===== config.mk =====
export PLATFORM = sky130hd
export DESIGN_NAME = pio_loader
export DESIGN_NICKNAME = d
export VERILOG_FILES = /design/src/rtl/pio_loader.sv
export SDC_FILE = /design/constraint.sdc
export NUM_CORES = 1
export LEC_CHECK = 0
export ABC_AREA = 1
export BUFFER_PORTS_ARGS = -buffer_cell sky130_fd_sc_hd__buf_4
export CELL_PAD_IN_SITES_DETAIL_PLACEMENT = 0
export CELL_PAD_IN_SITES_GLOBAL_PLACEMENT = 1
export CORE_MARGIN = 2
export CORE_UTILIZATION = 39
export CTS_CLUSTER_DIAMETER = 120
export DETAILED_ROUTE_END_ITERATION = 8
export GPL_ROUTABILITY_DRIVEN = 0
export GPL_TIMING_DRIVEN = 0
export PLACE_DENSITY = 0.8
export SYNTH_ARGS = -nofsm -noshare
export SYNTH_HDL_FRONTEND = slang
export SYNTH_SLANG_ARGS = --single-unit

===== constraint.sdc =====
create_clock -name i_clk -period 5.9 [get_ports i_clk]
set_input_delay 0.295 -clock i_clk [delete_from_list [all_inputs] [get_ports i_clk]]
set_output_delay 0.295 -clock i_clk [all_outputs]
set_load 0.02 [all_outputs]

===== src/rtl/pio_loader.sv =====
// rtl/pio_loader.sv - PIO configuration sequencer
// Streams a program from ROM into PIO instruction memory, then programs one state machine.
module pio_loader #(
  parameter int MAX_LEN = 32,
  parameter int AW      = 5
) (
  input  logic          i_clk,
  input  logic          i_reset,
  input  logic          i_start,
  input  logic [5:0]    i_plen,
  input  logic [1:0]    i_mach,
  input  logic [31:0]   i_exec_ctrl,
  input  logic [23:0]   i_div,
  input  logic [31:0]   i_pin_grps,
  input  logic [3:0]    i_en_mask,
  output logic [AW-1:0] o_prog_addr,
  input  logic [15:0]   i_prog_data,
  output logic [3:0]    o_action,
  output logic [4:0]    o_index,
  output logic [1:0]    o_mindex,
  output logic [31:0]   o_din,
  output logic          o_busy,
  output logic          o_done
);

  localparam int LW = AW + 1;

  localparam logic [3:0] ACT_NONE  = 4'd0;
  localparam logic [3:0] ACT_INSTR = 4'd1;
  localparam logic [3:0] ACT_PEND  = 4'd2;
  localparam logic [3:0] ACT_GRPS  = 4'd5;
  localparam logic [3:0] ACT_EN    = 4'd6;
  localparam logic [3:0] ACT_DIV   = 4'd7;

  typedef enum logic [2:0] {
    S_IDLE, S_FETCH, S_INSTR, S_PEND, S_DIV, S_GRPS, S_EN, S_DONE
  } state_t;

  state_t        r_state, w_state;
  logic [LW-1:0] r_len, r_ctr, w_ctr;
  logic [1:0]    r_mach;
  logic [31:0]   r_exec;
  logic [23:0]   r_div;
  logic [31:0]   r_grps;
  logic [3:0]    r_en;
  logic [AW-1:0] r_addr, w_addr;
  logic [3:0]    r_action, w_action;
  logic [4:0]    r_index, w_index;
  logic [1:0]    r_mindex, w_mindex;
  logic [31:0]   r_din, w_din;
  logic          r_busy, w_busy;
  logic          r_done, w_done;
  logic          w_latch;
  logic [LW-1:0] w_len_clamp;
  logic [LW-1:0] w_ctr_inc;

  assign w_len_clamp = (int'(i_plen) > MAX_LEN) ? LW'(MAX_LEN) : LW'(i_plen);
  assign w_ctr_inc   = r_ctr + LW'(1);

  // FETCH is the single gate for leaving the load loop, so len=0 and the
  // final instruction both pass through one quiet cycle before PEND.
  always_comb begin
    w_state  = r_state;
    w_ctr    = r_ctr;
    w_addr   = r_addr;
    w_action = ACT_NONE;
    w_index  = r_index;
    w_mindex = r_mindex;
    w_din    = r_din;
    w_busy   = r_busy;
    w_done   = 1'b0;
    w_latch  = 1'b0;
    case (r_state)
      S_IDLE: begin
        w_busy = 1'b0;
        if (i_start) begin
          w_latch = 1'b1;
          w_busy  = 1'b1;
          w_ctr   = '0;
          w_addr  = '0;
          w_state = S_FETCH;
        end
      end
      S_FETCH: begin
        w_state = (r_ctr == r_len) ? S_PEND : S_INSTR;
      end
      S_INSTR: begin
        w_action = ACT_INSTR;
        w_index  = 5'(r_ctr);
        w_din    = {16'h0, i_prog_data};
        w_mindex = r_mach;
        w_ctr    = w_ctr_inc;
        if (w_ctr_inc < r_len) w_addr = AW'(w_ctr_inc);
        w_state  = S_FETCH;
      end
      S_PEND: begin
        w_action = ACT_PEND;
        w_mindex = r_mach;
        w_din    = r_exec;
        w_state  = S_DIV;
      end
      S_DIV: begin
        w_action = ACT_DIV;
        w_mindex = r_mach;
        w_din    = {8'h0, r_div};
        w_state  = S_GRPS;
      end
      S_GRPS: begin
        w_action = ACT_GRPS;
        w_mindex = r_mach;
        w_din    = r_grps;
        w_state  = S_EN;
      end
      S_EN: begin
        w_action = ACT_EN;
        w_din    = {28'h0, r_en};
        w_state  = S_DONE;
      end
      S_DONE: begin
        w_done  = 1'b1;
        w_state = S_IDLE;
      end
      default: w_state = S_IDLE;
    endcase
  end

  always_ff @(posedge i_clk or posedge i_reset) begin
    if (i_reset) begin
      r_state  <= S_IDLE;
      r_len    <= '0;
      r_ctr    <= '0;
      r_mach   <= '0;
      r_exec   <= '0;
      r_div    <= '0;
      r_grps   <= '0;
      r_en     <= '0;
      r_addr   <= '0;
      r_action <= ACT_NONE;
      r_index  <= '0;
      r_mindex <= '0;
      r_din    <= '0;
      r_busy   <= 1'b0;
      r_done   <= 1'b0;
    end else begin
      r_state  <= w_state;
      r_ctr    <= w_ctr;
      r_addr   <= w_addr;
      r_action <= w_action;
      r_index  <= w_index;
      r_mindex <= w_mindex;
      r_din    <= w_din;
      r_busy   <= w_busy;
      r_done   <= w_done;
      if (w_latch) begin
        r_len  <= w_len_clamp;
        r_mach <= i_mach;
        r_exec <= i_exec_ctrl;
        r_div  <= i_div;
        r_grps <= i_pin_grps;
        r_en   <= i_en_mask;
      end
    end
  end

  assign o_prog_addr = r_addr;
  assign o_action    = r_action;
  assign o_index     = r_index;
  assign o_mindex    = r_mindex;
  assign o_din       = r_din;
  assign o_busy      = r_busy;
  assign o_done      = r_done;

endmodule


==> results of run 1 <==
-- repair_timing --
action	4_1_cts	5_1_grt
endpoints found under the hold margin	74	0
setup buffers	0	0
hold buffers	1	0
gates resized for setup	0	0
-- sequential cells by signal (all words and copies together), names as in the netlist --
signal	flops
o_action	3
o_busy	1
o_din	32
o_done	1
o_index	5
o_mindex	2
o_prog_addr	5
r_ctr	6
r_div	24
r_en	4
r_exec	32
r_grps	32
r_len	6
r_mach	2
r_state	3
-- power by group --
| group | internal, uW | leakage, uW | switching, uW |
|---|---|---|---|
| clock network | 662 | 0.000290 | 426 |
| logic | 722 | 0.00264 | 1270 |
| registers | 1570 | 0.00200 | 268 |
| total | 2950 | 0.00493 | 1960 |
-- per-stage QoR --
step           hold slack, ps  std cells
2_1_floorplan             405        862
3_3_place_gp              458       1254
3_5_place_dp              398       1255
6_report                 59.3       1287
5_1_grt                  55.3       1287
4_1_cts                  48.5       1287
-- final timing paths --
kind                                  endpoint  cells past startpoint
worst max-delay path            o_prog_addr[4]                     13
worst min-delay path                r_exec[18]                      3
worst max register to register  o_prog_addr[4]                     13
worst min register to register       r_exec[2]                      2
max in group asynchronous            r_grps[8]                      4
min in group asynchronous            r_grps[0]                      3
-- logic make-up after synthesis --
group / after synthesis / share of synthesized area
flops: 158 / 0.570
compound gates: 45 / 0.0339
xor+xnor: 3 / 0.00379
other cells: 1 / 0.000540
buf+inv: 77 / 0.0566
simple gates: 571 / 0.323
fa+ha+maj: 7 / 0.0126
-- per-layer routing --
metal	track usage	wire length [um]	share of wire
met1	0.317	9490	0.47
met2	0.335	9010	0.45
met3	0.0475	1160	0.058
met4	0.0733	402	0.020
met5	0	0	0
-- cell type report --
| cell class | instances | area (um2) | share of cell area |
|---|---|---|---|
| Timing Repair Buffer | 169 | 1290 | 0.142 |
| Buffer | 41 | 258 | 0.0283 |
| Clock inverter | 7 | 85.1 | 0.00935 |
| Multi-Input combinational cell | 627 | 2590 | 0.285 |
| Inverter | 36 | 143 | 0.0157 |
| Tap cell | 225 | 282 | 0.0309 |
| Sequential cell | 158 | 3950 | 0.435 |
| Clock buffer | 24 | 492 | 0.0541 |
-- cell usage in the layout, fill, tap and decap left out, types with 3 or more instances in the layout --
cell / netlist / final
nor2_1: 48 / 48
clkbuf_8: 0 / 4
ha_1: 7 / 7
o21ai_0: 32 / 32
inv_1: 34 / 33
nand2_1: 469 / 469
nand4_1: 15 / 15
a21oi_1: 6 / 6
clkinv_2: 0 / 5
buf_4: 3 / 170
dfrtp_1: 158 / 158
buf_2: 20 / 20
o22ai_1: 3 / 3
buf_6: 9 / 9
clkbuf_16: 0 / 17
clkbuf_1: 8 / 11
nand3_1: 33 / 33
-- critical path: stages, from the launching register on --
cell and delay (ps):
dfrtp_1 470, ha_1 270, nand3_1 100, xor2_1 280
inv_1 90, ha_1 280, nand2_1 80, inv_1 40
nand2_1 50, nand3_1 80, nand2_1 180, nand2_1 180
nand2_1 100, nand2_1 50
==> results_dict.tcl, run 1 <==
set metrics [dict create \
    synth_area_per_cell_um2 8.05 \
    wl_um 20100 \
    port_buffers 167 \
    slew_headroom 0.535 \
    first_pass_iters 5 \
    n_antenna_cell 0 \
    critPathLaunch "r_ctr[0]" \
    nFillCells 1730 \
    yosysTopAreaCellShare 0.570 \
    drv_cap 0 \
    clk_pin_slew_ps 60 \
    synthCells 862 \
    die_h_um 137 \
    rows 48 \
    syn_area_um2 6940 \
    tightest_slew_ps 697 \
    antenna_left 0 \
    total_power_uw 4910 \
    final-setup-viol-count 0 \
    ys.flop_type "dfrtp_1" \
    grt_overflow 0 \
    ys_warn_count 0 \
    placed_cell_area_um2 8510 \
    ys_async_sr_fraction 1.00 \
    die_x_um 137 \
    layout.nets 1176 \
    h-tree-depth 4 \
    synth.distinct_cells 28 \
    cts_tree "yes" \
    start_util 0.400 \
    drt_iter0_drc 344 \
    skew_ps 11.6 \
    ys_seq_elements 158 \
    fin_area_um2 9100 \
    core-area_um2 17400 \
    rsz0062_at_grt "false" \
    cts_made_buffers 17 \
    hp-class "in -> reg" \
    p_per_area_nw_per_um2 540 \
    clk_path_buf_depth 2 \
    worstHoldStart "i_exec_ctrl[18]" \
    status "complete, no violations" \
    synth_common_cells "nand2_1 (469), dfrtp_1 (158), nor2_1 (48)" \
    yosysTopAreaCell "dfrtp_1" \
    final_util 0.524 \
    grt_pass1_vias 5854 \
    fin_ws_ps 3550 \
    syn_to_final_growth_pct 31.1 \
    layout-drive-gt1-share 0.220 \
    p_leak_uw 0.00493 \
    rr_startpoint "r_ctr[0]" \
    route.detailed.wl_per_inst_um 15.6 \
    vias 6078 \
    track_usage 0.221 \
    synthTopCellsByArea "dfrtp_1 (57%), nand2_1 (25%), nor2_1 (2.6%)" \
    cp.arrival_ps 2660 \
    startpoint_type "register" \
    ctsRootBufferMaster "clkbuf_16" \
    dp_hpwl_um 14400 \
    synth-edff-count 0 \
    grt_max_degree 85 \
    viasPerCell 4.72 \
    period_share 0.398 \
    timing.setup.tns_ps 0 \
    worstSetupPathType "reg -> reg" \
    critPathCaptureType "register" \
    finalCriticalPeriod_ps 2350 \
    r2r_slack_ps 3550 \
    die_area_um2 18900 \
    cts.sinks 158 \
    antenna_found_initial 0 \
    critPathMaxFanout 7 \
    clock_latency_ps 420 \
    syn-num-nets 988 \
    ios 169 \
    clock.fmax_mhz 426 \
    pre_cts_ws_ps 3590 \
    slew_viol_final 0 \
    drc 0 \
    grt_pass1_wl_um 31100 \
    hold_viol_final 0 \
    synth.most_common_cell "nand2_1" \
    ir_worst_vdd_mv 0.267 \
    synth_seq_area_share 0.570 \
    cp.required_ps 6210 \
]
Note: power is estimated with default switching activity, not from simulation.
==> run 2, diff against run 1 <==
==> constraint.sdc (replaced) <==
create_clock -name i_clk -period 2.2 [get_ports i_clk]
set_input_delay 0.11 -clock i_clk [delete_from_list [all_inputs] [get_ports i_clk]]
set_output_delay 0.11 -clock i_clk [all_outputs]
set_load 0.02 [all_outputs]
==> run 2 against run 1 <==
  * Clock-buffer cell count decreased by 3
  * Global-route usage increased by 1.4 points
  * Setup slack worse by 3400 ps
  * Via count rose by 7.6%
  * Critical path type unchanged
  * Maximum frequency rose by 14%
==> results_dict.tcl, run 2 (synthesized netlist as in run 1, its figures left out) <==
set metrics [dict create \
    nFillCells 1591 \
    ir_worst_vdd_mv 0.726 \
    layout_commonest_cell "nand2_1" \
    ctsRootBufferMaster "clkbuf_16" \
    clk_pin_slew_ps 60 \
    r2r_slack_ps 150 \
    grt_max_degree 43 \
    die_area_um2 18900 \
    crit_path_frequent_cell "nand2_1" \
    worstHoldPathCells 5 \
    critPathCaptureType "register" \
    clk_path_buf_depth 2 \
    rows 48 \
    die_h_um 137 \
    worstSetupPathType "reg -> reg" \
    tightest_slew_ps 627 \
    layout_common_cells "nand2_1 (467), buf_4 (176), dfrtp_1 (156), dlygate4sd3_1 (108), nor2_1 (48)" \
    antenna_left 0 \
    drt_iter0_drc 380 \
    period_share 0.934 \
    layout.nets 1292 \
    status "complete, no violations" \
    grt_overflow 0 \
    r2r_cells 13 \
    fin_area_um2 10300 \
    slew_viol_final 0 \
    p_per_area_nw_per_um2 1310 \
    r2r_end "o_prog_addr[0]" \
    dr_wl_met3_um 1030 \
    h-tree-depth 4 \
    wl_um 21200 \
    hold_viol_final 0 \
    hp-class "in -> reg" \
    track_usage 0.236 \
    rr_startpoint "r_ctr[1]" \
    antenna_found_initial 0 \
    worstHoldStart "i_prog_data[8]" \
    drc 0 \
    clock.fmax_mhz 487 \
    drv_cap 0 \
    die_x_um 137 \
    p_leak_uw 0.00542 \
    final_util 0.593 \
    slew_headroom 0.582 \
    grt_pass1_wl_um 33600 \
    layout-drive-gt1-share 0.213 \
    grt_pass1_vias 6495 \
    port_buffers 167 \
    syn_to_final_growth_pct 48.3 \
    cpPeakStageDelay_ps 420 \
    worstPathCellList "nand4_1 > nor2_1 > nand2_1 > and2_1 > ha_1 > nand2_1 > inv_1 > nand2_1 > nand3_1 > nand2_2 > nand2_2 > nand2_1 > nand2_1" \
    start_util 0.400 \
    final_cells 1403 \
    startpoint_type "register" \
    critPathLaunch "r_ctr[1]" \
    route.layer.met1.wl_um 9820 \
    critPathMaxFanout 6 \
    core-area_um2 17400 \
    dp_hpwl_um 14900 \
    hold_ws_ps 9.53 \
    finalCriticalPeriod_ps 2050 \
    placed_cell_area_um2 8560 \
    route.detailed.wl_per_inst_um 15.1 \
    cp_slowest_cell "dfrtp_1" \
    clock_latency_ps 420 \
    viasPerCell 4.66 \
    n_antenna_cell 0 \
    cts.sinks 158 \
    skew_ps 7.14 \
    placed_cells 1258 \
    top_layer_used "met4" \
    cp.arrival_ps 2370 \
    cts_made_buffers 17 \
    dr_wl_met2_um 10000 \
    cts_tree "yes" \
    min_to "o_din[8]" \
    cp.required_ps 2520 \
    first_pass_iters 5 \
    ios 169 \
    vias 6541 \
    timing.setup.tns_ps 0 \
    final-setup-viol-count 0 \
]
-- run 2: cell types whose count changed in the layout (fill, tap and decap cells not counted), sizes merged --
cell and change:
clkinv -1, dlygate4sd3 +107, buf +9, inv -1, clkbuf -3, clkinvlp +5
-- run 2: worst max-delay path by stage --
stage / cells after the start / slack (ps) / to
final: 13 / 150 / o_prog_addr[0]
after global routing: 13 / -5 / o_prog_addr[1]
after CTS: 13 / 20 / o_prog_addr[0]
after detailed placement: 13 / -150 / o_prog_addr[0]
after global placement: 2 / -980 / o_din[29]
after floorplan: 1 / 90 / o_action[0]
-- run 2: report_power, final --
part	total, uW	switching (uW)	leakage (uW)	internal, uW
clock	2940	1190	0.000277	1750
sequential	4900	704	0.00200	4200
combinational	5590	3470	0.00314	2120
total	13400	5360	0.00542	8070
-- run 2: worst max-delay path: cells and delay by family (launching register included) --
kind | cells | cell delay, ps
adders and majority gates | 1 | 290
and+or+nand+nor | 11 | 1200
DFF | 1 | 420
buffers and inverters | 1 | 40
-- run 2: what timing repair did --
item,4_1_cts,5_1_grt
endpoints found under the setup margin,5,5
gates resized for setup,3,4
endpoints found under the hold margin,127,0
hold buffers,108,0
setup buffers,1,5
pin swaps,1,2
cloned,0,0
-- run 2: metal layers --
| layer | GRT usage | vias to the layer above |
|---|---|---|
| met1 | 0.328 | 3047 |
| met2 | 0.378 | 189 |
| met3 | 0.0434 | 23 |
| met5 | 0 | - |
| li1 | - | 3282 |
| met4 | 0.0693 | 0 |
-- run 2: area by class of cell --
cell class / instances / area [um2] / share of cell area
Multi-Input combinational cell: 627 / 2610 / 0.254
Clock buffer: 21 / 470 / 0.0457
Timing Repair Buffer: 285 / 2460 / 0.239
Sequential cell: 158 / 3960 / 0.384
Inverter: 36 / 139 / 0.0135
Buffer: 41 / 258 / 0.0250
Clock inverter: 10 / 114 / 0.0111
Tap cell: 225 / 282 / 0.0274
-- run 2: metrics by stage --
| step | total power (uW) | worst slack [ps] |
|---|---|---|
| floorplan | 8280 | 89.1 |
| global placement | 10200 | -984 |
| detailed placement | 10300 | -151 |
| CTS | 13500 | 22.5 |
| global route | 14500 | -5.42 |
| finish | 13400 | 146 |
